**src/rtl/mem_arb_pkg.sv**
```systemverilog
// mem_arb_pkg
// Shared types and constants for the unified-memory arbiter.
//   state_t  : arbiter sequencing states (IDLE, ISSUE, WAIT, DONE)
//   winner_t : which requester owns the access in flight
//   CNT_W    : width of the latency and starvation counters (covers 1..15)
package mem_arb_pkg;

  localparam int CNT_W = 4;

  typedef enum logic [1:0] {
    IDLE  = 2'd0,
    ISSUE = 2'd1,
    WAIT  = 2'd2,
    DONE  = 2'd3
  } state_t;

  typedef enum logic {
    WIN_IF  = 1'b0,
    WIN_MEM = 1'b1
  } winner_t;

endpackage

```
**src/rtl/mem_arbiter.sv**
```systemverilog
// mem_arbiter
// Shares one single-ported backing RAM between the instruction-fetch port
// and the MEM-stage data port. MEM accesses win ties, but after STARVE_MAX
// consecutive MEM grants taken while IF was waiting, IF is forced through.
// Every access takes MEM_LAT+3 cycles from the granting IDLE cycle back to
// IDLE, writes included, so ack timing never depends on the access type.
//
// Ports:
//   clk, rst              : rising-edge clock, synchronous active-high reset
//   if_req/if_addr        : IF read request, held until if_ack
//   if_ack/if_rdata       : one-cycle ack; if_rdata holds until the next IF ack
//   mem_req/mem_we/...    : MEM-stage request (read or write), held until mem_ack
//   mem_ack/mem_rdata     : one-cycle ack; mem_rdata is 0 after a write
//   ram_en/ram_we         : one-cycle strobe and write qualifier to the RAM
//   ram_addr/ram_wdata    : latched address and write data
//   ram_rdata             : RAM read data, valid MEM_LAT cycles after ram_en
//   busy                  : high whenever an access is in flight
module mem_arbiter
  import mem_arb_pkg::*;
#(
  parameter int ADDR_W     = 32,
  parameter int DATA_W     = 32,
  parameter int MEM_LAT    = 2,
  parameter int STARVE_MAX = 4
) (
  input  logic              clk,
  input  logic              rst,
  input  logic              if_req,
  input  logic [ADDR_W-1:0] if_addr,
  output logic              if_ack,
  output logic [DATA_W-1:0] if_rdata,
  input  logic              mem_req,
  input  logic              mem_we,
  input  logic [ADDR_W-1:0] mem_addr,
  input  logic [DATA_W-1:0] mem_wdata,
  output logic              mem_ack,
  output logic [DATA_W-1:0] mem_rdata,
  output logic              ram_en,
  output logic              ram_we,
  output logic [ADDR_W-1:0] ram_addr,
  output logic [DATA_W-1:0] ram_wdata,
  input  logic [DATA_W-1:0] ram_rdata,
  output logic              busy
);

  localparam logic [CNT_W-1:0] LAT_LOAD   = CNT_W'(MEM_LAT);
  localparam logic [CNT_W-1:0] STARVE_LIM = CNT_W'(STARVE_MAX);
  localparam logic [CNT_W-1:0] CNT_ONE    = CNT_W'(1);

  state_t           state;
  state_t           state_next;
  winner_t          winner;
  logic             we_lat;
  logic [CNT_W-1:0] lat_cnt;
  logic [CNT_W-1:0] starve_cnt;
  logic             any_req;
  logic             if_wins;

  // IF only beats a pending MEM request once the starvation counter has
  // saturated; otherwise a lone request always wins.
  assign any_req = if_req | mem_req;
  assign if_wins = if_req & (~mem_req | (starve_cnt == STARVE_LIM));

  // State register.
  always_ff @(posedge clk) begin
    if (rst) begin
      state <= IDLE;
    end else begin
      state <= state_next;
    end
  end

  // Next-state and output decode. All outputs come from registers, so
  // nothing on the requester side can ripple straight through to an output.
  always_comb begin
    state_next = state;
    ram_en     = 1'b0;
    ram_we     = 1'b0;
    if_ack     = 1'b0;
    mem_ack    = 1'b0;
    busy       = 1'b1;
    case (state)
      IDLE: begin
        busy = 1'b0;
        if (any_req) begin
          state_next = ISSUE;
        end
      end
      ISSUE: begin
        ram_en     = 1'b1;
        ram_we     = we_lat;
        state_next = WAIT;
      end
      WAIT: begin
        if (lat_cnt == CNT_ONE) begin
          state_next = DONE;
        end
      end
      DONE: begin
        if_ack     = (winner == WIN_IF);
        mem_ack    = (winner == WIN_MEM);
        state_next = IDLE;
      end
      default: begin
        state_next = IDLE;
      end
    endcase
  end

  // Datapath: latch the winning request in IDLE, count down the RAM latency,
  // and capture read data into the winner's rdata register on the edge that
  // enters DONE. Requester inputs are deliberately ignored outside IDLE.
  // The starvation counter only moves on grants: IF grants and MEM grants
  // with no IF waiting clear it, MEM grants that make IF wait bump it.
  always_ff @(posedge clk) begin
    if (rst) begin
      winner     <= WIN_IF;
      we_lat     <= 1'b0;
      ram_addr   <= '0;
      ram_wdata  <= '0;
      lat_cnt    <= '0;
      starve_cnt <= '0;
      if_rdata   <= '0;
      mem_rdata  <= '0;
    end else begin
      case (state)
        IDLE: begin
          if (any_req) begin
            if (if_wins) begin
              winner     <= WIN_IF;
              we_lat     <= 1'b0;
              ram_addr   <= if_addr;
              ram_wdata  <= '0;
              starve_cnt <= '0;
            end else begin
              winner    <= WIN_MEM;
              we_lat    <= mem_we;
              ram_addr  <= mem_addr;
              ram_wdata <= mem_wdata;
              if (if_req) begin
                if (starve_cnt != STARVE_LIM) begin
                  starve_cnt <= starve_cnt + CNT_ONE;
                end
              end else begin
                starve_cnt <= '0;
              end
            end
          end
        end
        ISSUE: begin
          lat_cnt <= LAT_LOAD;
        end
        WAIT: begin
          lat_cnt <= lat_cnt - CNT_ONE;
          if (lat_cnt == CNT_ONE) begin
            if (winner == WIN_IF) begin
              if_rdata <= ram_rdata;
            end else begin
              mem_rdata <= we_lat ? '0 : ram_rdata;
            end
          end
        end
        default: begin
        end
      endcase
    end
  end

endmodule

```
**config.mk**
```make
export PLATFORM = sky130hd
export DESIGN_NAME = mem_arbiter
export DESIGN_NICKNAME = d
export VERILOG_FILES = /design/src/rtl/mem_arb_pkg.sv /design/src/rtl/mem_arbiter.sv
export SDC_FILE = /design/constraint.sdc
export NUM_CORES = 1
export LEC_CHECK = 0
export CORE_MARGIN = 2
export CORE_UTILIZATION = 42
export DETAILED_ROUTE_END_ITERATION = 8
export PLACE_DENSITY = 0.8
export SLEW_MARGIN = 10
export SYNTH_ARGS = -nofsm -noshare
export SYNTH_HDL_FRONTEND = slang
export SYNTH_SLANG_ARGS = --single-unit
```
**constraint.sdc**
```tcl
create_clock -name clk -period 2.2 [get_ports clk]
set_clock_uncertainty 0.2 [all_clocks]
set_input_delay 0.66 -clock clk [delete_from_list [all_inputs] [get_ports clk]]
set_output_delay 0.66 -clock clk [all_outputs]
set_load 0.005 [all_outputs]
```
# Word level (Yosys, flattened, before mapping)
# Index checks and enable logic that the tools add are counted.
# totals
regBits	140
wordCells	49
# classes
addsub	2
n_reduce_logical	7
muxes	17
eq_ne	9
n_bitwise	5
# ops
cell	n
$mux 32	3
$mux 4	3
$reduce_and 3->1	3
$pmux 2 s4	1
$pmux 4 s2	1
$mux 1	7
$add 4x1->4 const B	1
$eq 2x2->1 const B	2
$eq 4x1->1 const B	1
$eq 4x3->1 const B	1
$mux 2	2
$ne 2x2->1 const B	2
$ne 4x3->1 const B	1
$reduce_and 2->1	2
$sub 4x1->4 const B	1
$ne 3x1->1 const B	1
$eq 2x1->1 const B	1
$logic_not 2->1	1
$not 1->1	2
$or 1x1->1	2
$reduce_bool 2->1	1
$and 1x1->1	1

# Logic depth before layout (Yosys ltp)
# depth
ltp_word	5
mapped_depth	8
mapped_depth_nobuf	5

# Worst setup path before layout
# OpenSTA, ideal clock, no wires.
# synth_timing
path_kind	register -> output
start	register winner
end	output mem_ack
stages_incl_launch_ff	4
path_slack_ns	0.297
required_time_ns	1.340
arrival_time_ns	1.043
n_path_buf	2
path_cell_list	dfxtp_1 -> clkbuf_1 -> clkbuf_1 -> and2_1
# synth_between
elab_chain_cells	1
# synth_rtl
item	line	text
start, declared	mem_arbiter.sv:52	winner_t winner;
start signal, assigned	mem_arbiter.sv:117	winner <= WIN_IF;
start signal, assigned	mem_arbiter.sv:130	winner <= WIN_IF;
start signal, assigned	mem_arbiter.sv:136	winner <= WIN_MEM;
$mux 1	mem_arbiter.sv:82	case (state)
end, declared	mem_arbiter.sv:36	output logic mem_ack,
# No other way between the ends.

# Worst setup path in the final report
# layout_timing
start	register ram_wdata[27]
end	output ram_wdata[27]
# layout_lines
item	line	text
start, declared	mem_arbiter.sv:41	output logic [DATA_W-1:0] ram_wdata,
start signal, assigned	mem_arbiter.sv:139	ram_wdata <= mem_wdata;
# No word-level cell between the ends.

==> impl_metrics.env <==
export IMPL_clk_latency_ns=0.41
export IMPL_setup_viol=0
export IMPL_yosysWarnings=0
export IMPL_cts_tree="yes"
export IMPL_vias_per_cell=5.702
export IMPL_async_reset_ff_frac=0
export IMPL_cpPeakStageDelay_ns=0.59
export IMPL_h_tree_depth=4
export IMPL_post_drt_wl_per_cell_um=17.73
export IMPL_fin_util=0.6923
export IMPL_routabilityCongestion=0.8372
export IMPL_netlist_area_mm2=0.006035
export IMPL_clkTransAtPathRegs_ns=0.06
export IMPL_fillCellCount=1096
export IMPL_start_util=0.4331
export IMPL_ys_ff_latch=140
export IMPL_slew_headroom=0.5811
export IMPL_start_kind="register"
export IMPL_cp_top_family="buffers and inverters"
export IMPL_fin_ws_ns=0.02734
export IMPL_dieArea_mm2=0.01534
export IMPL_vias=6495
export IMPL_hold_viol=0
export IMPL_final_cell_area_mm2=0.009647
export IMPL_overflow=0
export IMPL_antenna_found_initial=0
export IMPL_yosysSeqAreaShare=0.4644
export IMPL_grt_use_total=0.2578
export IMPL_synth_top_area_share=0.4644
export IMPL_numCtsBuffers=17
export IMPL_worstHoldPathType="register to register"
export IMPL_pin_count=266
export IMPL_io_buffers=265
export IMPL_postRouteAntennaNets=0
export IMPL_max_cap_viol_count=0
export IMPL_drive_above_1_share=0.08446
export IMPL_first_pass_iters=5
export IMPL_synth_cells=714
export IMPL_syn_nets=855
export IMPL_worstMarginPinSlew_ns=0.6284
export IMPL_min_period_ns=2.173
export IMPL_crit_path_end_kind="output port"
export IMPL_fmax_ghz=0.4603
export IMPL_rows=43
export IMPL_synthToLayoutAreaGrowth_pct=59.86
export IMPL_cts_sinks=140
export IMPL_p_per_area_mw_per_mm2=935.1
export IMPL_min_period_over_period=0.9876
export IMPL_yosys_top_cells_area="dfxtp_1 46%, a21oi_1 8.4%, nand3_1 5.6%, o21ai_0 5.5%, nand4b_1 5.4%"
export IMPL_die_h_um=123.9
export IMPL_critPathSlowestCell="clkdlybuf4s50_1"
export IMPL_drt_iter0_markers=457
export IMPL_required_ns=1.34
export IMPL_dpl_hpwl_mm=13.38
export IMPL_layout_nets=1088
export IMPL_crit_chain="clkdlybuf4s50_1"
export IMPL_core_area_mm2=0.01393
export IMPL_ys_types=37
export IMPL_dpl_cell_area_mm2=0.008985
export IMPL_power_leakage_nw=3.408
export IMPL_avgSynthCellArea_um2=8.452
export IMPL_rsz0062_at_grt="no"
export IMPL_ir_drop_uv=689.0
export IMPL_grt_pass1_wl_mm=30.97
export IMPL_die_w_um=123.9
export IMPL_whs_ns=0.2544
export IMPL_grt_max_degree=67
export IMPL_synth_area_leader_cell="dfxtp_1"
export IMPL_synth_ff_type="dfxtp_1"
export IMPL_clockBufferDepth=2
export IMPL_crit_buf_inv=1
export IMPL_critPathMaxFanout=2
export IMPL_grt_pass1_vias=6105
export IMPL_r2r_slack_ns=0.12
export IMPL_final_max_slew_viol_count=0
export IMPL_routed_wl_mm=20.19
export IMPL_critPathKind="register to output port"
export IMPL_post_place_ws_ns=-0.2495
export IMPL_synth_edff_count=0
export IMPL_run_status="finished, final reports clean"
export IMPL_drc_errors=0
export IMPL_n_antenna_cell=0
export IMPL_cts_root_buf="clkbuf_16"
export IMPL_cp_data_arrival_time_ns=1.31
-- per-layer routing --
metal  vias to the layer above  global-route usage  wire (µm)
met1                      3075              0.3040       7858
met2                       277              0.4179       9820
met4                         0              0.1080        590
met3                        33              0.1007       1924
met5                         -                   0          0
li1                       3110                   -          -
-- worst paths after layout --
kind / from / cells after the start / endpoint
min reg2reg: ram_wdata[16]$_SDFFE_PP0P_ / 2 / ram_wdata[16]$_SDFFE_PP0P_
min: ram_wdata[16]$_SDFFE_PP0P_ / 2 / ram_wdata[16]$_SDFFE_PP0P_
max reg2reg: state[0]$_SDFFE_PP0P_ / 7 / ram_addr[12]$_SDFFE_PP0P_
max: ram_wdata[27]$_SDFFE_PP0P_ / 1 / ram_wdata[27]
-- cell usage after synthesis (all sizes together), types with 2 or more instances --
cell and number:
a311oi 33, a21oi 101, a31oi 2, nor2 35
o21ai 67, dfxtp 140, nand2 37, nand4b 37
clkbuf 47, nand2b 3, buf 40, o211ai 32
inv 10, nand3 68, nand4 33, a32oi 2
nor2b 2, ha 8, and2 3
-- sequential cells by signal, indices dropped and copies added, names as in the netlist --
name and count:
starve_cnt 4, winner 1, lat_cnt 4, state 2, ram_addr 32, ram_wdata 32, if_rdata 32, we_lat 1
mem_rdata 32
-- cell usage in the layout, fill, tap and decap left out, drive strengths merged, types with 2 or more instances in the layout --
cell type	instances
a311oi	33
nor2	35
o211ai	32
ha	8
nand4	33
buf	40
clkbuf	20
nand2b	3
a32oi	2
nor2b	2
o21ai	67
nand4b	37
nand3	68
bufinv	5
and2	3
clkinv	5
a21oi	101
inv	11
a31oi	2
dlygate4sd2	2
nand2	37
dlymetal6s2s	5
dfxtp	140
clkdlybuf4s50	253
-- timing repair --
action / CTS / global route
hold endpoints to repair: 0 / 0
hold buffers: 0 / 0
setup buffers: 1 / 0
endpoints found under the setup margin: 6 / 22
resized for setup: 18 / 10
-- metrics by stage --
step / instances / power (W) / setup TNS [ns]
2_1_floorplan: 714 / 0.004473 / 0
3_3_place_gp: 1107 / 0.005864 / -9.242
6_report: 1139 / 0.009021 / 0
4_1_cts: 1139 / 0.009066 / 0
3_5_place_dp: 1107 / 0.005907 / -13.71
5_1_grt: 1139 / 0.009454 / 0
-- area by class of cell --
| type | count | area, µm² | share of cell area |
|---|---|---|---|
| sequential | 140 | 2806 | 0.2909 |
| multi-input combinational | 476 | 2819 | 0.2922 |
| tap | 180 | 225.2 | 0.02335 |
| inverter | 11 | 41.29 | 0.004280 |
| clock inverter | 11 | 190.2 | 0.01971 |
| timing repair buffer | 301 | 3108 | 0.3222 |
| clock buffer | 20 | 456.7 | 0.04734 |
-- cell families (layout without fill, tap and decap cells) --
kind of cell               count (synthesis)  count (layout)  share of synthesized area
buffers and inverters                     98             343                    0.07091
muxes                                      1               1                   0.001659
adders and majority gates                  8               8                    0.01659
and+or+nand+nor                          226             226                     0.2088
DFF                                      140             140                     0.4644
AOI/OAI and AO/OA                        241             241                     0.2376
-- power by group --
| group | switching [W] | total, W | internal [W] |
|---|---|---|---|
| logic | 0.00143 | 0.00280 | 0.00137 |
| clock network | 0.00107 | 0.00314 | 0.00207 |
| registers | 0.000198 | 0.00308 | 0.00288 |
(Power assumes the default switching activity.)
